**config.mk**
```make
export PLATFORM = sky130hd
export DESIGN_NAME = alu_seq
export DESIGN_NICKNAME = d
export VERILOG_FILES = /design/src/rtl/alu_seq.sv
export SDC_FILE = /design/constraint.sdc
export NUM_CORES = 1
export LEC_CHECK = 0
export BUFFER_PORTS_ARGS = -buffer_cell sky130_fd_sc_hd__buf_4
export CAP_MARGIN = 10
export CORE_ASPECT_RATIO = 1.5
export CORE_MARGIN = 2
export CORE_UTILIZATION = 45
export DETAILED_ROUTE_END_ITERATION = 8
export GPL_TIMING_DRIVEN = 0
export PLACE_DENSITY_LB_ADDON = 0.15
export SLEW_MARGIN = 25
export SYNTH_ARGS = -nofsm -noshare
export SYNTH_HDL_FRONTEND = slang
export SYNTH_SLANG_ARGS = --single-unit
```
**constraint.sdc**
```tcl
create_clock -name clk -period 3.2 [get_ports clk]
set_input_delay 0.32 -clock clk [delete_from_list [all_inputs] [get_ports clk]]
set_output_delay 0.32 -clock clk [all_outputs]
set_load 0.02 [all_outputs]
```
**src/rtl/alu_seq.sv**
```systemverilog
// ---------------------------------------------------------------------------
// alu_seq -- registered, handshaked ALU with a flags register and an
// iterative (one bit per cycle) shifter.
//
// Sits between register-file read and writeback in the 16-bit datapath.
//
// Opcode map:
//   000 ADD   001 SUB   010 AND   011 OR
//   100 XOR   101 SHL   110 SHR (logical)   111 NOT a
//
// Ports:
//   clk        rising-edge clock
//   rst_n      asynchronous active-low reset
//   in_valid   operand/opcode presented
//   in_ready   block can accept an operation this cycle
//   op         3-bit opcode (map above)
//   a, b       operands; shifts take the amount from b[SHW-1:0]
//   out_valid  result/flags valid
//   out_ready  consumer accepts the result
//   result     registered result
//   flags      {Z,N,C,V}, registered together with result
//   busy       high while the FSM is in SHIFT (this is also the FSM state
//              observation point: busy==1 <=> state==SHIFT)
//
// Build option:
//   ALU_SAT_EN  when defined, ADD/SUB saturate to the signed range; V still
//               reports the overflow, C comes from the unsaturated sum and
//               Z/N from the saturated result. Undefined: ADD/SUB wrap.
//
// Handshake rules (both sides):
//   A transfer happens on a rising edge where valid && ready are both high.
//   The producer holds its payload stable while valid && !ready. On the
//   output side, result/flags stay frozen while out_valid && !out_ready, and
//   in_ready is only high in IDLE with the output slot free or draining this
//   cycle, so a consume and a new accept may share one edge.
// ---------------------------------------------------------------------------
module alu_seq #(
    parameter int WIDTH = 16,
    localparam int SHW = $clog2(WIDTH)
) (
    input  logic             clk,
    input  logic             rst_n,
    input  logic             in_valid,
    output logic             in_ready,
    input  logic [2:0]       op,
    input  logic [WIDTH-1:0] a,
    input  logic [WIDTH-1:0] b,
    output logic             out_valid,
    input  logic             out_ready,
    output logic [WIDTH-1:0] result,
    output logic [3:0]       flags,
    output logic             busy
);

    localparam logic [2:0] OP_ADD = 3'b000;
    localparam logic [2:0] OP_SUB = 3'b001;
    localparam logic [2:0] OP_AND = 3'b010;
    localparam logic [2:0] OP_OR  = 3'b011;
    localparam logic [2:0] OP_XOR = 3'b100;
    localparam logic [2:0] OP_SHL = 3'b101;
    localparam logic [2:0] OP_SHR = 3'b110;

    // Counter is one bit wider than the amount field so it can hold WIDTH
    // itself when the amount is clamped.
    localparam logic [SHW:0] AMT_MAX = (SHW+1)'(WIDTH);
    localparam logic [SHW:0] CNT_ONE = (SHW+1)'(1);

    typedef enum logic {
        IDLE  = 1'b0,
        SHIFT = 1'b1
    } state_t;

    state_t state_q, state_d;

    logic [WIDTH-1:0] work_q;
    logic [SHW:0]     cnt_q;
    logic             shr_q;

    logic             accept;
    logic             is_shift;
    logic [SHW:0]     amt_raw;
    logic [SHW:0]     amt;
    logic             shift_start;
    logic             last_step;

    logic [WIDTH:0]   sum_ext;
    logic [WIDTH:0]   diff_ext;
    logic             ovf_add;
    logic             ovf_sub;
    logic [WIDTH-1:0] res_c;
    logic             c_c;
    logic             v_c;
    logic [3:0]       flags_c;

    logic [WIDTH-1:0] work_next;
    logic             bit_out;

    // ---------------------------------------------------------------------
    // Acceptance and shift-amount decode
    // ---------------------------------------------------------------------
    assign accept   = in_valid && in_ready;
    assign is_shift = (op == OP_SHL) || (op == OP_SHR);
    assign amt_raw  = {1'b0, b[SHW-1:0]};
    // Only reachable when WIDTH is not a power of two.
    assign amt      = (amt_raw > AMT_MAX) ? AMT_MAX : amt_raw;

    // A zero-amount shift completes like a single-cycle op and never
    // enters SHIFT.
    assign shift_start = accept && is_shift && (amt != '0);

    // The step that takes the counter from 1 to 0 is the one that writes
    // the result, giving amt+1 cycles of total latency.
    assign last_step = (state_q == SHIFT) && (cnt_q <= CNT_ONE);

    // ---------------------------------------------------------------------
    // FSM: state register
    // ---------------------------------------------------------------------
    always_ff @(posedge clk or negedge rst_n) begin
        if (!rst_n) begin
            state_q <= IDLE;
        end else begin
            state_q <= state_d;
        end
    end

    // ---------------------------------------------------------------------
    // FSM: next-state logic
    // ---------------------------------------------------------------------
    always_comb begin
        state_d = state_q;
        case (state_q)
            IDLE: begin
                if (shift_start) begin
                    state_d = SHIFT;
                end
            end
            SHIFT: begin
                if (last_step) begin
                    state_d = IDLE;
                end
            end
            default: state_d = IDLE;
        endcase
    end

    // ---------------------------------------------------------------------
    // FSM: outputs
    // ---------------------------------------------------------------------
    always_comb begin
        in_ready = (state_q == IDLE) && (!out_valid || out_ready);
        busy     = (state_q == SHIFT);
    end

    // ---------------------------------------------------------------------
    // Single-cycle datapath
    // ---------------------------------------------------------------------
    assign sum_ext  = {1'b0, a} + {1'b0, b};
    assign diff_ext = {1'b0, a} - {1'b0, b};

    // Overflow: result sign differs from a's sign when the operands (ADD)
    // or a and ~b (SUB) agree in sign.
    assign ovf_add = (a[WIDTH-1] == b[WIDTH-1]) && (sum_ext[WIDTH-1]  != a[WIDTH-1]);
    assign ovf_sub = (a[WIDTH-1] != b[WIDTH-1]) && (diff_ext[WIDTH-1] != a[WIDTH-1]);

`ifdef ALU_SAT_EN
    logic [WIDTH-1:0] sat_val;
    // On overflow the true result has the sign of a in both ADD and SUB.
    assign sat_val = a[WIDTH-1] ? {1'b1, {(WIDTH-1){1'b0}}}
                                : {1'b0, {(WIDTH-1){1'b1}}};
`endif

    always_comb begin
        res_c = '0;
        c_c   = 1'b0;
        v_c   = 1'b0;
        case (op)
            OP_ADD: begin
                res_c = sum_ext[WIDTH-1:0];
                c_c   = sum_ext[WIDTH];
                v_c   = ovf_add;
`ifdef ALU_SAT_EN
                if (ovf_add) begin
                    res_c = sat_val;
                end
`endif
            end
            OP_SUB: begin
                res_c = diff_ext[WIDTH-1:0];
                c_c   = diff_ext[WIDTH];   // borrow: a < b unsigned
                v_c   = ovf_sub;
`ifdef ALU_SAT_EN
                if (ovf_sub) begin
                    res_c = sat_val;
                end
`endif
            end
            OP_AND: res_c = a & b;
            OP_OR:  res_c = a | b;
            OP_XOR: res_c = a ^ b;
            // Only used for a zero shift amount: result is a, nothing
            // shifted out.
            OP_SHL, OP_SHR: res_c = a;
            // 111 and any unknown opcode behave as NOT.
            default: res_c = ~a;
        endcase
        flags_c = {(res_c == '0), res_c[WIDTH-1], c_c, v_c};
    end

    // ---------------------------------------------------------------------
    // Iterative shifter step
    // ---------------------------------------------------------------------
    always_comb begin
        if (shr_q) begin
            work_next = {1'b0, work_q[WIDTH-1:1]};
            bit_out   = work_q[0];
        end else begin
            work_next = {work_q[WIDTH-2:0], 1'b0};
            bit_out   = work_q[WIDTH-1];
        end
    end

    // ---------------------------------------------------------------------
    // Shifter working registers
    // ---------------------------------------------------------------------
    always_ff @(posedge clk or negedge rst_n) begin
        if (!rst_n) begin
            work_q <= '0;
            cnt_q  <= '0;
            shr_q  <= 1'b0;
        end else if (shift_start) begin
            work_q <= a;
            cnt_q  <= amt;
            shr_q  <= (op == OP_SHR);
        end else if (state_q == SHIFT) begin
            work_q <= work_next;
            cnt_q  <= cnt_q - CNT_ONE;
        end
    end

    // ---------------------------------------------------------------------
    // Output registers
    // ---------------------------------------------------------------------
    always_ff @(posedge clk or negedge rst_n) begin
        if (!rst_n) begin
            result    <= '0;
            flags     <= '0;
            out_valid <= 1'b0;
        end else if (accept && !shift_start) begin
            result    <= res_c;
            flags     <= flags_c;
            out_valid <= 1'b1;
        end else if (last_step) begin
            // Final shift bit goes straight into C; V is always 0 for shifts.
            result    <= work_next;
            flags     <= {(work_next == '0), work_next[WIDTH-1], bit_out, 1'b0};
            out_valid <= 1'b1;
        end else if (out_ready) begin
            out_valid <= 1'b0;
        end
    end

endmodule

```
Word level (Yosys, flattened, before mapping)
Cells that the tools add are included.
{"block": "totals", "mem_count": 0, "wordCells": 67, "ram_bits": 0, "mem_bits_ro": 0, "regBits": 44, "latch_bits": 0}
{"block": "op_classes", "n_mul": 0, "muxes": 20, "reduce_logical": 20, "n_eq_ne": 10, "div": 0, "magnitude_cmp": 2, "shift": 0, "bitwise_logic": 5, "add_sub_neg": 3}
{"op": "one-hot mux 16 bit (6 select lines)", "count": 1}
{"op": "2-to-1 mux 16 bit", "count": 5}
{"op": "zero test 16 bit", "count": 2}
{"op": "adder 16 x 16 -> 17 bit", "count": 1}
{"op": "subtractor 16 x 16 -> 17 bit", "count": 1}
{"op": "AND 16 bit", "count": 1}
{"op": "NOT 16 bit", "count": 1}
{"op": "bitwise OR 16 bit", "count": 1}
{"op": "bitwise XOR 16 bit", "count": 1}
{"op": "2-to-1 mux 5 bit", "count": 3}
{"op": "== test 3 bit (second input constant)", "count": 3}
{"op": "logical AND 1 bit", "count": 8}
{"op": "2-to-1 mux 4 bit", "count": 2}
{"op": "== test 3 x 2 -> 1 bit (second input constant)", "count": 2}
{"op": "2-to-1 mux 1 bit", "count": 6}
{"op": "one-hot mux 1 bit (2 select lines)", "count": 3}
{"op": "> comparator 4 x 5 -> 1 bit (second input constant)", "count": 1}
{"op": "<= comparator 5 x 1 -> 1 bit (second input constant)", "count": 1}
{"op": "nonzero test 5 bit", "count": 1}
{"op": "subtractor 5 x 1 -> 5 bit (second input constant)", "count": 1}
{"op": "nonzero test 2 bit", "count": 2}
{"op": "== test 3 x 1 -> 1 bit (second input constant)", "count": 1}
{"op": "zero test 3 bit", "count": 1}
{"op": "inequality test 1 bit", "count": 3}
{"op": "other kinds (6)", "count": 8}

Depth between registers and ports, before layout
{"block": "logic_depth", "ltp_word": 9, "depth_mapped": 13}

Worst setup path before layout
Ideal clock, no wire load.
{"block": "synth_path", "path_kind": "in2reg", "startpoint": "in b[4]", "endpoint": "reg flags[3]", "slack_ns": 0.455, "path_stages": 11, "setup_time_ns": 0.103, "arrival_time_ns": 2.641, "path_cell_list": "inv_1 -> ha_1 -> nor2b_1 -> or4_1 -> o211ai_1 -> o211ai_2 -> a41oi_1 -> mux2_1 -> a221oi_2 -> a21oi_2 -> o41ai_2"}
{"block": "synth_between", "elab_chain_cells": 4, "word_cells_on_any_way": 8}
{"item": "start: declaration", "line": "47", "source": "input logic [WIDTH-1:0] b,"}
{"item": "subtractor 16 x 16 -> 17 bit, or another cell as far along", "line": "158", "source": "assign diff_ext = {1'b0, a} - {1'b0, b};"}
{"item": "one-hot mux 16 bit (6 select lines) (*)", "line": "176", "source": "case (op)"}
{"item": "zero test 16 bit (*)", "line": "206", "source": "flags_c = {(res_c == '0), res_c[WIDTH-1], c_c, v_c};"}
{"item": "2-to-1 mux 4 bit (*)", "line": "248", "source": "end else if (accept && !shift_start) begin"}
{"item": "end signal: assignment", "line": "250", "source": "flags <= flags_c;"}
{"item": "end signal: assignment", "line": "255", "source": "flags <= {(work_next == '0), work_next[WIDTH-1], bit_out, 1'b0};"}
{"item": "end: declaration", "line": "51", "source": "output logic [3:0] flags,"}
Mark *: on every way between the ends. The rest lies on a longest branch, timed or not.
A chain may end at the register's enable or synchronous reset.

Worst setup path in the final report
{"block": "layout_path", "startpoint": "in a[0]", "endpoint": "reg flags[3]"}
{"block": "layout_between", "elab_chain_cells": 4, "word_cells_on_any_way": 9}
{"item": "start: declaration", "line": "46", "source": "input logic [WIDTH-1:0] a,"}
{"item": "subtractor 16 x 16 -> 17 bit, or another cell as far along", "line": "158"}
{"item": "one-hot mux 16 bit (6 select lines) (*)", "line": "176"}
{"item": "zero test 16 bit (*)", "line": "206"}
{"item": "2-to-1 mux 4 bit (*)", "line": "248"}
Marked as above.

==> reports/qor_table.md <==
| Stage | Result | Reported |
|:---|:---|:---|
| sta | Smallest setup slack after layout | 0.110 ns |
| run status | Result of the run | finished, final reports clean |
| critical path | Category of cells accounting for the largest share of critical-path delay | compound AO/OA/AOI/OAI gates |
| floorplan | Core outline area | 11500 um^2 |
| floorplan | Die Outline Area | 12800 um^2 |
| pwr | Clock network power share | 16.4% |
| pwr | Total power consumption of the routed design | 3.71 mW |
| placement | Cells after DPL | 874 |
| sta | Slew Limit Headroom | 31.1% |
| logic synthesis | Synthesized-area fraction occupied by xor and xnor cells | 2.46% |
| logic synthesis | Share of synthesized flip-flops with an asynchronous set or reset | 100% |
| sta | Total of endpoints with negative setup slack in the final report | 0 |
| clock network | Worst-case clock buffer depth | 2 |
| critical path | Element type at the critical path start | input pin |
| logic synthesis | Most area-consuming cells after synthesis | dfrtp_1 (20%), ha_1 (12%), a21oi_1 (4.4%), nand2_1 (4.1%), inv_1 (4.0%) |
| routing | Detailed-route via count | 5474 |
| routing | Total wirelength of the detailed-routed design | 17800 um |
| critical path | Largest fanout on the critical path | 5 |
| critical path | Cell with the largest stage delay on the worst path | fa_1 |
| clock network | H-tree depth | 2 |
| layout | Layout cells sized above 1 | 16.5% |
| critical path | Critical path start-end classification | input pin to flop |
| logic synthesis | Combinational family with the most area after synthesis | compound AO/OA/AOI/OAI gates |
| grt | Wire length of the first global-routing pass | 28300 um |
| grt | Global routing met3 resource utilization | 3.01% |
| layout | Final cell area excluding filler cells | 6200 um^2 |
| routing | Avg WL per Cell | 20.2 um |
| placement | Post-place instance area | 5990 um^2 |
| clock network | CTS tree | yes |
| logic synthesis | Library cell occupying the most area in the post-synthesis netlist | dfrtp_1 |
| logic synthesis | Top flip-flop cell by instance count after synthesis | dfrtp_1 |
| layout | Final std cells w/o fill | 883 |
| clock network | Clk slew on worst S/H paths | 0.06 ns |
| worst hold path | Hold Crit Class | input pin to async pin |
| critical path | Beginning of the worst register-to-register path | shr_q$_DFFE_PN0P_ |
| flow run | Number of max-cap violations | 0 |
| logic synthesis | Most instantiated library cell after synthesis | nand2_1 |
| sta | Number of endpoints with negative hold slack in the final report | 0 |
| grt | Initial antenna violation count | 0 |
| clock network | Clock root buffer | clkbuf_16 |
| logic synthesis | Number of flops mapped to enable cells by yosys | 0 |
| layout | Antenna diodes | 0 |
| pwr | Net switching fraction of the power | 44.4% |
| layout | Number of nets at the end of the flow | 826 |
| logic synthesis | Mux cell area share after synthesis | 5.85% |
| pwr | Pwr dens | 599 nW/um^2 |
| logic synthesis | Post-synthesis simple-gate area fraction | 17.6% |
| critical path | Depth of the worst register-to-register path | 8 |
| grt | Largest net degree at the start of global routing | 44 |
| grt | Most congested layer reported by global routing | met2 |
| placement | Post-Place Worst Slack | -0.332 ns |
| critical path | Reg-to-reg critical path endpoint | flags[3]$_DFFE_PN0P_ |
| floorplan | Total I/O pin count | 62 |
| logic synthesis | Fraction of the mapped netlist area in compound gates | 31.0% |
| critical path | Data required time at the worst endpoint | 3.39 ns |
| grt | Via count of the first global-routing pass | 5398 |
| sta | Tmin final | 3.09 ns |
| logic synthesis | Post-synthesis instance area | 5350 um^2 |
| routing | Post-route DRC violation count | 0 |
| floorplan | Std cell rows | 48 |
| floorplan | Overall die height | 138 um |
| grt | Met1 routing resource usage after global routing | 32.7% |
| placement | Routability congestion estimate | 0.980 |
| placement | Post-detailed-placement half-perimeter wirelength | 13900 um |
| pwr | IR Drop Worst-Case VDD | 0.278 mV |
| pwr | Seq pwr share | 27.0% |
| pwr | Leakage power | 2.82 nW |
| logic synthesis | Flip-flop and latch count after synthesis | 43 |
| sta | RSZ-0062 raised after global routing | no |
| routing | Number of iterations in the first detailed-routing pass | 7 |
| grt | Overflow left after global routing | 0 |
| critical path | Critical path buffers and inverters | 4 |
| critical path | Slowest stage delay, CP | 0.39 ns |
| critical path | Setup slack, reg-to-reg | 0.30 ns |
| logic synthesis | Adder and majority gate portion of the synthesized area | 13.5% |
| pwr | Net switching component of the power | 1.65 mW |
| routing | First-iteration detailed-routing DRC count | 402 |
| pwr | Part of the power in combinational logic | 56.6% |
| floorplan | Initial core utilization | 46.4% |
| sta | Skew final | 0.00471 ns |
| critical path | Worst EP arrival | 3.28 ns |
| grt | GRT Resource Usage Total | 28.2% |
| placement | Port Buffers | 60 |
| clock network | Hold-fix buffer count after cts | 0 |
| logic synthesis | Area share of the largest cell type after synthesis | 20.1% |
| sta | Number of max-slew violations in the final report | 0 |
| pwr | Internal Power | 2.06 mW |
| sta | Fmax | 324 MHz |
| logic synthesis | Avg Inst Size Synth | 8.06 um^2 |
| logic synthesis | Syn_nets | 758 |
| layout | Synthesis-to-layout area growth | 15.8% |
| logic synthesis | Gate count of the mapped netlist | 664 |
| logic synthesis | Share of synthesized area occupied by flip-flops and latches | 20.1% |
| floorplan | Die width | 93.0 um |
| critical path | Worst Setup End Kind | flop |
| routing | Antenna-violating nets left | 0 |
| clock network | TritonCTS Buffers | 5 |
| critical path | Critical Path, Cell by Cell | buf_4, inv_1, ha_1, inv_1, fa_1, nor2b_1, o21ai_1, o21ai_0, o41ai_4, buf_4, o221ai_2, a221o_1, nand3_2, nand4_1, o41ai_2 |
| logic synthesis | Most used standard cells in the synthesized netlist | nand2_1 (59), inv_1 (57), ha_1 (53) |
| sta | Worst Tran Pin Value | 1.03 ns |
| clock network | TritonCTS Sinks | 43 |
| routing | Routed vias/inst | 6.20 |
| clock network | Latest clock arrival within the worst-skew pair | 0.29 ns |
| grt | Met2 routing resource usage after global routing | 52.9% |
| sta | Share of the cycle needed by the critical path after routing | 96.6% |
| logic synthesis | Post-synth cell types | 82 |
| logic synthesis | Yosys synthesis warning count | 0 |
| layout | Utilization of the core after routing | 53.7% |
[placed cells by master (no fill, tap or decap), drive strengths merged, types with 4 or more instances in the layout]
cell and n:
a211oi 7, o21ai 37, ha 53, xnor2 6, nand2 59, o21a 4
a32oi 5, a21o 5, a31o 4, dfrtp 43, o41ai 4, o211ai 23
a22o 4, a221o 18, a21oi 49, nor3 13, o21bai 7, mux2i 20
nand3 15, buf 81, nand2b 6, mux2 6, inv 57, o221ai 8
nand4 5, nor2 46, a22oi 4, o211a 4, nor2b 29, and3 4
xor2 9, o22ai 6, a211o 4, a221oi 8, a31oi 5, clkbuf 34
[worst register-to-register path, stage by stage, from the launching register on]
cell,delay (ns)
dfrtp_1,0.34
clkbuf_1,0.53
clkbuf_1,0.55
mux2i_1,0.41
nand4_1,0.15
or4_1,0.53
o21ai_1,0.14
nand2_1,0.08
o41ai_2,0.07
[cell type report]
cell class / instances / area (um^2)
Fill cell: 1131 / 5340
Multi-Input combinational cell: 516 / 3790
Sequential cell: 43 / 1080
Timing Repair Buffer: 61 / 458
Buffer: 48 / 293
Inverter: 57 / 214
Tap cell: 150 / 188
Clock buffer: 6 / 139
Clock inverter: 2 / 35.0
[power groups by stage]
stage / sequential [mW] / combinational, mW / clock, mW
after floorplan: 1.10 / 1.26 / 0
after detailed placement: 1.00 / 2.06 / 0
after global routing: 1.03 / 2.28 / 0.630
after CTS: 0.999 / 2.07 / 0.615
final: 1.00 / 2.10 / 0.610
after global placement: 0.998 / 2.03 / 0
[worst max path at each step]
stage | start | to | slack, ns | depth (start not counted)
5_1_grt | a[0] | flags[3]$_DFFE_PN0P_ | 0.006 | 13
3_5_place_dp | a[0] | flags[3]$_DFFE_PN0P_ | -0.33 | 14
2_1_floorplan | b[4] | flags[3]$_DFFE_PN0P_ | 0.46 | 11
4_1_cts | a[0] | flags[3]$_DFFE_PN0P_ | 0.09 | 14
6_report | a[0] | flags[3]$_DFFE_PN0P_ | 0.11 | 15
3_3_place_gp | a[0] | flags[3]$_DFFE_PN0P_ | -0.34 | 14
[metrics by stage]
step | setup TNS, ns | hold slack [ns]
final | 0 | 0.00398
after global routing | 0 | 0.0593
after CTS | 0 | 0.0314
after detailed placement | -0.738 | 0.342
after global placement | -0.790 | 0.343
after floorplan | 0 | 0.0244
[state kept, by name, indices dropped and copies added, names as in the netlist]
signal / flops
busy: 1
cnt_q: 5
work_q: 16
result: 15
out_valid: 1
flags: 4
shr_q: 1
[per-layer routing]
| layer | up-vias | part of all wire, % |
|---|---|---|
| met1 | 2609 | 38 |
| met4 | 0 | 3.6 |
| met5 | - | 0 |
| met3 | 43 | 6.4 |
| met2 | 269 | 52 |
| li1 | 2553 | - |
[repair_timing]
item                       in CTS  in global routing
gates cloned                    0                  0
pin swaps                       0                  1
resized for setup               1                  3
setup endpoints to repair       1                  2
buffers inserted                0                  1
[cells by family after synthesis]
logic type / Yosys count
buf+inv: 105
xor+xnor: 15
mux: 28
simple gates: 192
fa+ha+maj: 57
flops: 43
compound gates: 224
No activity file was read; power rests on OpenSTA's default activity.
